<file path="src/rtl/tl_fifo_wr_arb.sv">
// tl_fifo_wr_arb: round-robin packet-locked arbiter feeding one downstream FIFO write port
module tl_fifo_wr_arb #(
  parameter int N_REQ      = 4,
  parameter int DATA_WIDTH = 256,
  parameter int MAX_BEATS  = 16
) (
  input  logic                        clk,
  input  logic                        rst,
  input  logic [N_REQ-1:0]            req_valid_i,
  input  logic [N_REQ-1:0]            req_last_i,
  input  logic [N_REQ*DATA_WIDTH-1:0] req_data_i,
  output logic [N_REQ-1:0]            req_ready_o,
  input  logic                        fifo_full_i,
  output logic                        fifo_wren_o,
  output logic [DATA_WIDTH-1:0]       fifo_wdata_o,
  output logic [$clog2(N_REQ)-1:0]    grant_o,
  output logic                        busy_o,
  output logic [15:0]                 pkt_cnt_o,
  output logic                        err_o
);
  localparam int GW = $clog2(N_REQ);
  typedef enum logic {IDLE, LOCK} state_t;
  state_t state;
  logic [GW-1:0] grant, rr_ptr, pick;
  logic [4:0] beat_cnt;
  logic acc;
  always_comb begin
    pick = rr_ptr;
    for (int i = N_REQ - 1; i >= 0; i--)
      if (req_valid_i[(int'(rr_ptr) + i) % N_REQ]) pick = GW'((int'(rr_ptr) + i) % N_REQ);
  end
  assign busy_o       = state == LOCK;
  assign acc          = busy_o & req_valid_i[grant] & ~fifo_full_i;
  assign fifo_wren_o  = acc;
  assign req_ready_o  = (busy_o & ~fifo_full_i) ? {{(N_REQ-1){1'b0}}, 1'b1} << grant : '0;
  assign fifo_wdata_o = req_data_i[grant*DATA_WIDTH +: DATA_WIDTH];
  assign grant_o      = grant;
  always_ff @(posedge clk or posedge rst) begin
    if (rst) begin
      state     <= IDLE;
      grant     <= '0;
      rr_ptr    <= '0;
      beat_cnt  <= '0;
      pkt_cnt_o <= '0;
      err_o     <= 1'b0;
    end else if (state == IDLE) begin
      if (|req_valid_i) begin
        grant    <= pick;
        beat_cnt <= '0;
        state    <= LOCK;
      end
    end else if (acc) begin
      beat_cnt <= (beat_cnt == 5'd31) ? beat_cnt : beat_cnt + 5'd1;
      err_o    <= err_o | (beat_cnt == 5'(MAX_BEATS));
      if (req_last_i[grant]) begin
        state     <= IDLE;
        rr_ptr    <= (grant == GW'(N_REQ - 1)) ? '0 : grant + 1'b1;
        pkt_cnt_o <= pkt_cnt_o + 16'd1;
      end
    end
  end
endmodule

</file>
<file path="config.mk">
export PLATFORM = sky130hd
export DESIGN_NAME = tl_fifo_wr_arb
export DESIGN_NICKNAME = d
export VERILOG_FILES = /design/src/rtl/tl_fifo_wr_arb.sv
export SDC_FILE = /design/constraint.sdc
export NUM_CORES = 1
export LEC_CHECK = 0
export BUFFER_PORTS_ARGS = -buffer_cell sky130_fd_sc_hd__buf_2
export CAP_MARGIN = 30
export CORE_AREA = 2 2 514 516
export CTS_CLUSTER_SIZE = 25
export DETAILED_ROUTE_END_ITERATION = 8
export DIE_AREA = 0 0 516 518
export GPL_TIMING_DRIVEN = 1
export RECOVER_POWER = 50
export REMOVE_ABC_BUFFERS = 1
export SETUP_SLACK_MARGIN = 0.2
export SLEW_MARGIN = 0
export SYNTH_ARGS = -nofsm -noshare
export SYNTH_HDL_FRONTEND = slang
export SYNTH_SLANG_ARGS = --single-unit
</file>
<file path="constraint.sdc">
create_clock -name clk -period 4.1 [get_ports clk]
set_input_delay 0 -clock clk [delete_from_list [all_inputs] [get_ports clk]]
set_output_delay 0 -clock clk [all_outputs]
set_load 0.005 [all_outputs]
</file>
==> results of run 1 <==
## path summary, 6_finish.rpt
| kind | to | slack [ps] | cells after the start |
|---|---|---|---|
| max | fifo_wdata_o[53] | 890 | 3 |
| min | grant_o[0] | 150 | 3 |
| max reg2reg | err_o | 1180 | 6 |
| min reg2reg | err_o | 470 | 1 |
| max in group asynchronous | beat_cnt[3] | 2210 | 4 |
| min in group asynchronous | rr_ptr[0] | 390 | 3 |
## flip-flops by register name, indices dropped and copies added (netlist names)
signal,count
err_o,1
rr_ptr,2
beat_cnt,5
grant_o,2
busy_o,1
pkt_cnt_o,16
## repair_timing
action	4_1_cts	5_1_grt
endpoints found under the hold margin	27	0
hold buffers	1	0
setup endpoints to repair	0	0
## cell usage after synthesis, types with 4 or more instances
library cell / instances
sky130_fd_sc_hd__and2_1: 4
sky130_fd_sc_hd__buf_1: 18
sky130_fd_sc_hd__buf_2: 31
sky130_fd_sc_hd__clkbuf_1: 12
sky130_fd_sc_hd__dfrtp_1: 27
sky130_fd_sc_hd__ha_1: 8
sky130_fd_sc_hd__inv_1: 10
sky130_fd_sc_hd__mux2i_1: 7
sky130_fd_sc_hd__mux4_2: 256
sky130_fd_sc_hd__nand2_1: 11
sky130_fd_sc_hd__nand3_1: 7
sky130_fd_sc_hd__nor2_1: 5
sky130_fd_sc_hd__nor4_1: 5
sky130_fd_sc_hd__nor4_2: 5
sky130_fd_sc_hd__o21ai_0: 5
sky130_fd_sc_hd__xor2_1: 15
## layer usage
metal  track usage  up-vias
li1              -     5074
met1        0.1901     6592
met2        0.2475     2023
met3        0.1548      984
met4       0.06530      338
met5     0.0005407        -
## per-stage QoR
stage	cells	TNS, ps	hold WS [ps]
2_1_floorplan	401	-1910240	52.72
4_1_cts	5246	0	143.2
6_report	5528	0	150.6
3_5_place_dp	5241	0	-24.82
3_3_place_gp	5239	0	331.0
5_1_grt	5374	0	156.5
## worst max-delay path, delay by kind of cell (launching register included)
kind	cells	cell delay, ps
muxes	1	750
DFF	1	1100
buffers and inverters	2	810
## cells by family (layout without fill, tap and decap cells)
kind of cell	after synthesis	count (layout)	synth area share
flip-flops	27	27	0.08886
buffers and inverters	73	1340	0.04262
XOR/XNOR	15	15	0.01728
other	0	282	0
multiplexers	267	267	0.7739
AO/OA/AOI/OAI	17	17	0.01596
adder cells (fa/ha/maj)	8	8	0.01316
AND/OR/NAND/NOR	57	57	0.04821
## final cells by class
type | instances | area, um2
antenna | 282 | 705.7
clock buffer | 3 | 75.07
inverter | 10 | 37.54
multi-input combinational | 364 | 6550
timing repair buffer | 1326 | 6616
tap | 3515 | 4398
clock inverter | 1 | 7.507
sequential | 27 | 675.6
fill | 30900 | 242500
## power by group
part           internal (uW)  switching, uW  total (uW)
Clock                    133           93.4         226
Combinational           3180           5760        8940
Sequential               319            134         453
==> report_table.html, run 1 <==
<table>
<tr><th>Metric</th><th>Value</th></tr>
<tr><th colspan="2">Placement</th></tr>
<tr><td>Count of buffers from port buffering</td><td>approximately 1300</td></tr>
<tr><td>Gpl congestion</td><td>1.285</td></tr>
<tr><td>Placed cell areas</td><td>approximately 18000 um2</td></tr>
<tr><td>Minimum setup slack after placement</td><td>1637 ps</td></tr>
<tr><td>Post-detailed-placement half-perimeter wirelength</td><td>about 240000 um</td></tr>
<tr><th colspan="2">Logic synthesis</th></tr>
<tr><td>Cell variety after synth</td><td>40</td></tr>
<tr><td>Portion of synthesized cell area occupied by the leading cell type</td><td>0.7583</td></tr>
<tr><td>Number of enable-type register cells in the synthesized netlist</td><td>0</td></tr>
<tr><td>Sequential share of the synthesized area</td><td>0.08886</td></tr>
<tr><td>Top flip-flop cell by instance count after synthesis</td><td>sky130_fd_sc_hd__dfrtp_1</td></tr>
<tr><td>Post-synthesis sequential element count</td><td>27</td></tr>
<tr><td>Synthesized area divided by synthesized cell count</td><td>between 15 and 20 um2</td></tr>
<tr><td>Top cells by area, synth</td><td>sky130_fd_sc_hd__mux4_2, sky130_fd_sc_hd__dfrtp_1, sky130_fd_sc_hd__buf_2, sky130_fd_sc_hd__xor2_1, sky130_fd_sc_hd__ha_1</td></tr>
<tr><td>Number of warning messages in the yosys log</td><td>0</td></tr>
<tr><td>Fraction of registers with async set/reset</td><td>1.000</td></tr>
<tr><td>Library cell with the largest summed area after synthesis</td><td>sky130_fd_sc_hd__mux4_2</td></tr>
<tr><td>Syn Std Cell Area</td><td>between 7000 and 8000 um2</td></tr>
<tr><td>Cells after Synth</td><td>between 400 and 500</td></tr>
<tr><th colspan="2">Clock network</th></tr>
<tr><td>Clock Tree Root</td><td>sky130_fd_sc_hd__clkbuf_16</td></tr>
<tr><td>Clock Tree Buf Depth</td><td>2</td></tr>
<tr><td>Total clock sinks</td><td>27</td></tr>
<tr><td>Clock input transition at the sequential cells of the worst setup and hold paths</td><td>approximately 60 ps</td></tr>
<tr><td>Clock tree from TritonCTS</td><td>done</td></tr>
<tr><td>CTS H-tree depth</td><td>1</td></tr>
<tr><td>Post-CTS Setup Bufs</td><td>0</td></tr>
<tr><td>Clock latency on the worst-skew pair</td><td>between 200 and 300 ps</td></tr>
<tr><td>Number of CTS-inserted buffers</td><td>3</td></tr>
<tr><td>Number of cells upsized or downsized after cts</td><td>0</td></tr>
<tr><th colspan="2">Critical path</th></tr>
<tr><td>Worst setup startpoint</td><td>grant_o[0]</td></tr>
<tr><td>CP arrival</td><td>3210 ps</td></tr>
<tr><td>Reg2Reg Launch Point</td><td>grant_o[1]</td></tr>
<tr><td>Crit-path max cell delay</td><td>around 1100 ps</td></tr>
<tr><td>Slowest cell on crit path</td><td>sky130_fd_sc_hd__dfrtp_1</td></tr>
<tr><td>Critical path data required time</td><td>just over 4000 ps</td></tr>
<tr><td>Type of element launching the critical path</td><td>register</td></tr>
<tr><td>Largest fanout on the critical path</td><td>just under 90</td></tr>
<tr><td>CP cell instances</td><td>buf_12, mux4_2, buf_2</td></tr>
<tr><td>Kind of capture point of the worst setup path</td><td>primary output</td></tr>
<tr><td>Type of the worst setup path</td><td>reg2out</td></tr>
<tr><th colspan="2">Timing</th></tr>
<tr><td>Final critical-path required period</td><td>3209 ps</td></tr>
<tr><td>Count of final setup violators</td><td>0</td></tr>
<tr><td>Fin. max-slew vios</td><td>0</td></tr>
<tr><td>Headroom to the max-slew limit</td><td>0.09948</td></tr>
<tr><td>Achievable frequency</td><td>between 300 and 400 MHz</td></tr>
<tr><td>Slew at the pin closest to its max-slew limit</td><td>between 1000 and 1500 ps</td></tr>
<tr><td>Unrepaired setup endpoints after global routing</td><td>false</td></tr>
<tr><td>Clock skew</td><td>between 6 and 7 ps</td></tr>
<tr><td>Worst Slack Setup Final</td><td>just under 900 ps</td></tr>
<tr><td>Fraction of the cycle the final worst path needs</td><td>0.7827</td></tr>
<tr><td>Final Hold Vio Count</td><td>0</td></tr>
<tr><th colspan="2">Power and ir drop</th></tr>
<tr><td>Leakage power figure</td><td>0.007268 uW</td></tr>
<tr><td>Power density over the cells</td><td>between 500 and 600 nW/um2</td></tr>
<tr><td>Total power</td><td>between 9000 and 10000 uW</td></tr>
<tr><td>Maximum VDD drop</td><td>about 340 uV</td></tr>
<tr><th colspan="2">Drt</th></tr>
<tr><td>Met2 routed wirelength</td><td>~95000 um</td></tr>
<tr><td>Average wire per cell in the routed design</td><td>~45 um</td></tr>
<tr><td>Total DRC errors in the routed layout</td><td>0</td></tr>
<tr><td>Met3 WL</td><td>about 48000 um</td></tr>
<tr><td>Drt total wl</td><td>about 250000 um</td></tr>
<tr><td>Final antenna-violating net count</td><td>0</td></tr>
<tr><td>DRC violation total after the first TritonRoute iteration</td><td>~1300</td></tr>
<tr><td>Ratio of routed vias to standard cells</td><td>about 2.7</td></tr>
<tr><td>Vias</td><td>between 15000 and 20000</td></tr>
<tr><td>Highest layer used for signal routing</td><td>met5</td></tr>
<tr><td>M1 WL</td><td>about 90000 um</td></tr>
<tr><td>Initial DRT Pass Iterations</td><td>7</td></tr>
<tr><th colspan="2">Finish</th></tr>
<tr><td>Fraction of layout instances using a drive strength above 1</td><td>0.8619</td></tr>
<tr><td>Most common cell after layout, fill and taps aside</td><td>sky130_fd_sc_hd__buf_2</td></tr>
<tr><td>Synthesis-to-finish area growth</td><td>150.7%</td></tr>
<tr><td>Final Core Density</td><td>0.07289</td></tr>
<tr><td>Most frequent cells in the layout</td><td>sky130_fd_sc_hd__buf_2, sky130_fd_sc_hd__mux4_2, sky130_fd_sc_hd__clkbuf_1</td></tr>
<tr><td>NumNets Final</td><td>about 2800</td></tr>
<tr><td>Final standard cell area without fillers</td><td>approximately 19000 um2</td></tr>
<tr><th colspan="2">Run status</th></tr>
<tr><td>Status</td><td>completed</td></tr>
<tr><th colspan="2">Floorplan</th></tr>
<tr><td>Top-Level Pins</td><td>approximately 1300</td></tr>
<tr><td>Core area</td><td>about 260000 um2</td></tr>
<tr><td>Overall die area</td><td>roughly 270000 um2</td></tr>
<tr><td>Die W</td><td>between 500 and 600 um</td></tr>
<tr><td>Site Rows</td><td>188</td></tr>
<tr><td>Vertical die dimension</td><td>around 520 um</td></tr>
<tr><td>Effective utilization at floorplan</td><td>0.02907</td></tr>
<tr><th colspan="2">Global routing</th></tr>
<tr><td>Aggregate global-route resource usage</td><td>0.1774</td></tr>
<tr><td>Total gr overflow</td><td>0</td></tr>
<tr><td>Largest net degree at the start of global routing</td><td>120</td></tr>
<tr><td>Via count of the first global-routing pass</td><td>12590</td></tr>
<tr><td>Wire length of the first global-routing pass</td><td>about 270000 um</td></tr>
<tr><td>Number of antenna violations at the first check in global routing</td><td>roughly 550</td></tr>
<tr><th colspan="2">Hold path</th></tr>
<tr><td>Critical hold path startpoint</td><td>req_valid_i[1]</td></tr>
<tr><td>Min-Delay Path Class</td><td>in2reg</td></tr>
<tr><th colspan="2">Run</th></tr>
<tr><td>Max_cap viols</td><td>0</td></tr>
</table>
Note: power is estimated with default switching activity, not from simulation.
==> run 2, diff against run 1 <==
==> constraint.sdc (replaced) <==
create_clock -name clk -period 2.7 [get_ports clk]
set_input_delay 0 -clock clk [delete_from_list [all_inputs] [get_ports clk]]
set_output_delay 0 -clock clk [all_outputs]
set_load 0.005 [all_outputs]
==> run 2 against run 1 <==
Die area is the same; non-clock buffer count grew 10; via count grew 2.1%; design area grew 0.54%; setup slack lost 680 ps; critical endpoint is now fifo_wdata_o[22]; highest routed layer unchanged.
==> report_table.html, run 2 (synthesis results as in run 1) <==
<table>
<tr><th>Metric</th><th>Value</th></tr>
<tr><th colspan="2">Drt</th></tr>
<tr><td>Highest layer used for signal routing</td><td>met5</td></tr>
<tr><td>Ratio of routed vias to standard cells</td><td>2.772 (+2.1%)</td></tr>
<tr><td>Met3 WL</td><td>53680 um (+11%)</td></tr>
<tr><td>Final antenna-violating net count</td><td>0 (unchanged)</td></tr>
<tr><td>Initial DRT Pass Iterations</td><td>5 (-2)</td></tr>
<tr><td>M1 WL</td><td>85800 um (-3.3%)</td></tr>
<tr><td>Drt total wl</td><td>251200 um (+1.2%)</td></tr>
<tr><td>Met2 routed wirelength</td><td>97670 um (+3.0%)</td></tr>
<tr><td>Average wire per cell in the routed design</td><td>45.45 um (+1.3%)</td></tr>
<tr><td>DRC violation total after the first TritonRoute iteration</td><td>1394 (+4.0%)</td></tr>
<tr><td>Vias</td><td>15320 (+2.1%)</td></tr>
<tr><td>Total DRC errors in the routed layout</td><td>0 (unchanged)</td></tr>
<tr><th colspan="2">Global routing</th></tr>
<tr><td>Total gr overflow</td><td>0 (unchanged)</td></tr>
<tr><td>Largest net degree at the start of global routing</td><td>120 (unchanged)</td></tr>
<tr><td>Number of antenna violations at the first check in global routing</td><td>589 (+6.5%)</td></tr>
<tr><td>Via count of the first global-routing pass</td><td>12680 (+0.77%)</td></tr>
<tr><td>Aggregate global-route resource usage</td><td>0.1793 (+0.001975)</td></tr>
<tr><td>Wire length of the first global-routing pass</td><td>276300 um (+1.1%)</td></tr>
<tr><th colspan="2">Critical path</th></tr>
<tr><td>Worst r2r path cells</td><td>4 (-2)</td></tr>
<tr><td>Critical path data required time</td><td>2700 ps (-1400 ps)</td></tr>
<tr><td>Kind of capture point of the worst setup path</td><td>primary output</td></tr>
<tr><td>Destination of the critical timing path</td><td>fifo_wdata_o[22]</td></tr>
<tr><td>CP arrival</td><td>2490 ps (-720 ps)</td></tr>
<tr><td>Largest fanout on the critical path</td><td>119 (+37%)</td></tr>
<tr><td>Reg2Reg Launch Point</td><td>grant_o[1]</td></tr>
<tr><td>Critical register-to-register path endpoint</td><td>pkt_cnt_o[1]</td></tr>
<tr><td>Type of element launching the critical path</td><td>register</td></tr>
<tr><td>Worst setup startpoint</td><td>grant_o[1]</td></tr>
<tr><td>Type of the worst setup path</td><td>reg2out</td></tr>
<tr><td>Slowest cell on crit path</td><td>sky130_fd_sc_hd__dfrtp_1</td></tr>
<tr><td>CP cell instances</td><td>buf_12, mux4_2, buf_2</td></tr>
<tr><td>Worst-case register-to-register setup slack</td><td>490 ps (-690 ps)</td></tr>
<tr><td>Crit-path max cell delay</td><td>660 ps (-440 ps)</td></tr>
<tr><th colspan="2">Finish</th></tr>
<tr><td>NumNets Final</td><td>2785 (+0.36%)</td></tr>
<tr><td>Most frequent cells in the layout</td><td>sky130_fd_sc_hd__buf_2, sky130_fd_sc_hd__mux4_2, sky130_fd_sc_hd__clkbuf_1</td></tr>
<tr><td>Largest reg by FF count</td><td>pkt_cnt_o</td></tr>
<tr><td>Fraction of layout instances using a drive strength above 1</td><td>0.8656 (+0.003665)</td></tr>
<tr><td>Filler cell count in the final layout</td><td>30850 (-0.17%)</td></tr>
<tr><td>Synthesis-to-finish area growth</td><td>152.1%</td></tr>
<tr><td>Largest register FFs</td><td>16 (unchanged)</td></tr>
<tr><td>Leading registers by flop count</td><td>pkt_cnt_o: 16 flops, beat_cnt: 5 flops</td></tr>
<tr><td>Most common cell after layout, fill and taps aside</td><td>sky130_fd_sc_hd__buf_2</td></tr>
<tr><th colspan="2">Clock network</th></tr>
<tr><td>Clock Tree Buf Depth</td><td>2 (unchanged)</td></tr>
<tr><td>Clock tree from TritonCTS</td><td>done</td></tr>
<tr><td>Clock input transition at the sequential cells of the worst setup and hold paths</td><td>70 ps (about the same)</td></tr>
<tr><td>Number of CTS-inserted buffers</td><td>3 (unchanged)</td></tr>
<tr><td>Clock latency on the worst-skew pair</td><td>270 ps (about the same)</td></tr>
<tr><td>Clock Tree Root</td><td>sky130_fd_sc_hd__clkbuf_16</td></tr>
<tr><td>Total clock sinks</td><td>27 (unchanged)</td></tr>
<tr><td>CTS H-tree depth</td><td>1 (unchanged)</td></tr>
<tr><th colspan="2">Timing</th></tr>
<tr><td>Count of final setup violators</td><td>0 (unchanged)</td></tr>
<tr><td>Worst Slack Setup Final</td><td>209.2 ps (-681.8 ps)</td></tr>
<tr><td>Clock skew</td><td>6.958 ps (+0.8778 ps)</td></tr>
<tr><td>Headroom to the max-slew limit</td><td>0.1518 (+0.05235)</td></tr>
<tr><td>Unrepaired setup endpoints after global routing</td><td>false</td></tr>
<tr><td>Fraction of the cycle the final worst path needs</td><td>0.9225</td></tr>
<tr><td>Slew at the pin closest to its max-slew limit</td><td>1272 ps (-78.53 ps)</td></tr>
<tr><td>Final critical-path required period</td><td>2491 ps</td></tr>
<tr><td>Achievable frequency</td><td>401.5 MHz</td></tr>
<tr><td>Final Hold Vio Count</td><td>0 (unchanged)</td></tr>
<tr><td>Fin. max-slew vios</td><td>0 (unchanged)</td></tr>
<tr><td>Aggregate negative setup slack</td><td>0 ps (unchanged)</td></tr>
<tr><th colspan="2">Power and ir drop</th></tr>
<tr><td>Power density over the cells</td><td>752.6 nW/um2 (+49%)</td></tr>
<tr><td>Part of the total power dissipated in combinational logic</td><td>0.929 (about the same)</td></tr>
<tr><td>Leakage power figure</td><td>0.007350 uW (+1.1%)</td></tr>
<tr><td>Sw frac</td><td>0.6089 (-0.01371)</td></tr>
<tr><td>Power share of the sequential group</td><td>0.046 (about the same)</td></tr>
<tr><td>Pint</td><td>5643 uW (+56%)</td></tr>
<tr><td>Clock power frac</td><td>0.025 (about the same)</td></tr>
<tr><td>Switching power</td><td>8785 uW (+47%)</td></tr>
<tr><td>Maximum VDD drop</td><td>520.3 uV (+51%)</td></tr>
<tr><th colspan="2">Hold path</th></tr>
<tr><td>Min-Delay Path Class</td><td>in2reg</td></tr>
<tr><th colspan="2">Run status</th></tr>
<tr><td>Status</td><td>completed</td></tr>
<tr><th colspan="2">Placement</th></tr>
<tr><td>Gpl congestion</td><td>1.268 (-1.3%)</td></tr>
<tr><td>Count of buffers from port buffering</td><td>1315 (unchanged)</td></tr>
<tr><td>Minimum setup slack after placement</td><td>409.5 ps (-1228 ps)</td></tr>
<tr><td>Post-detailed-placement half-perimeter wirelength</td><td>239900 um (+1.4%)</td></tr>
<tr><th colspan="2">Floorplan</th></tr>
<tr><td>Core area</td><td>261600 um2 (unchanged)</td></tr>
<tr><td>Effective utilization at floorplan</td><td>0.02907 (unchanged)</td></tr>
<tr><td>Site Rows</td><td>188 (unchanged)</td></tr>
<tr><td>Vertical die dimension</td><td>518 um (unchanged)</td></tr>
<tr><td>Die W</td><td>516 um (unchanged)</td></tr>
<tr><td>Overall die area</td><td>267300 um2 (unchanged)</td></tr>
<tr><td>Top-Level Pins</td><td>1316 (unchanged)</td></tr>
<tr><th colspan="2">Run</th></tr>
<tr><td>Max_cap viols</td><td>0 (unchanged)</td></tr>
</table>
## run 2: cell count changes in the layout (fill, tap and decap cells not counted)
cell | previous run | this run
sky130_fd_sc_hd__mux2_2 | 3 | 2
sky130_fd_sc_hd__diode_2 | 282 | 271
sky130_fd_sc_hd__buf_4 | 2 | 7
sky130_fd_sc_hd__clkbuf_2 | 0 | 5
sky130_fd_sc_hd__buf_12 | 6 | 8
sky130_fd_sc_hd__clkbuf_1 | 96 | 91
sky130_fd_sc_hd__buf_16 | 0 | 1
sky130_fd_sc_hd__dfrtp_4 | 0 | 1
sky130_fd_sc_hd__buf_6 | 0 | 1
sky130_fd_sc_hd__dfrtp_1 | 27 | 26
sky130_fd_sc_hd__buf_2 | 1221 | 1222
sky130_fd_sc_hd__mux2_1 | 1 | 2
## run 2: cell type report
type                    count  area [um2]  share of cell area
repair buffers           1336        6744              0.3518
diodes                    271       678.2             0.03538
multi-input cells         364        6550              0.3417
clock buffers               3       75.07            0.003916
well taps                3515        4398              0.2294
inverters                  10       37.54            0.001958
clock inverters             1       7.507           0.0003916
flip-flops and latches     27       679.4             0.03544
## run 2: metrics by stage
stage                     std cells  total power, uW     util  hold WS [ps]  instance area (um2)
final                          5527            14430  0.07329         163.5                19170
after floorplan                 401             4250        -         52.72                 7317
after CTS                      5256            15200  0.07145         149.1                18690
after detailed placement       5250            14770  0.07104        -20.34                18580
after global placement         5248            14700  0.07089         342.4                18540
after global routing           5354            15140  0.07163         175.8                18740
## run 2: worst min-delay path by stage
stage                   start     endpoint  slack, ps  cells after the start
2_1_floorplan             rst  beat_cnt[0]         50                      1
3_3_place_gp              rst   grant_o[0]        340                      2
6_report       req_valid_i[1]   grant_o[0]        160                      3
5_1_grt        req_valid_i[1]   grant_o[0]        180                      3
3_5_place_dp              rst   grant_o[0]        -20                      2
4_1_cts        req_valid_i[3]   grant_o[1]        150                      3
## run 2: metal layers
| layer | up-vias | track usage |
|---|---|---|
| met4 | 392 | 0.04603 |
| li1 | 5096 | - |
| met5 | - | 0.004686 |
| met2 | 2056 | 0.2569 |
| met3 | 1041 | 0.1699 |
| met1 | 6738 | 0.1857 |
## run 2: critical path, delay by kind of cell, from the launching register on
| family | cells | cell delay, ps |
|---|---|---|
| buffers and inverters | 2 | 670 |
| flip-flops | 1 | 660 |
| multiplexers | 1 | 540 |
## run 2: what timing repair did
item	in CTS	in global routing
hold endpoints to repair	27	0
hold buffers	1	0
setup buffers	1	0
resized for setup	1	0
endpoints found under the setup margin	1	0
## run 2: power groups by stage
stage | Combinational (uW) | Clock [uW] | Sequential [uW]
floorplan | 3200 | 0 | 1050
finish | 13400 | 354 | 667
global route | 14100 | 381 | 682
CTS | 14200 | 359 | 675
global placement | 14000 | 0 | 685
detailed placement | 14100 | 0 | 690
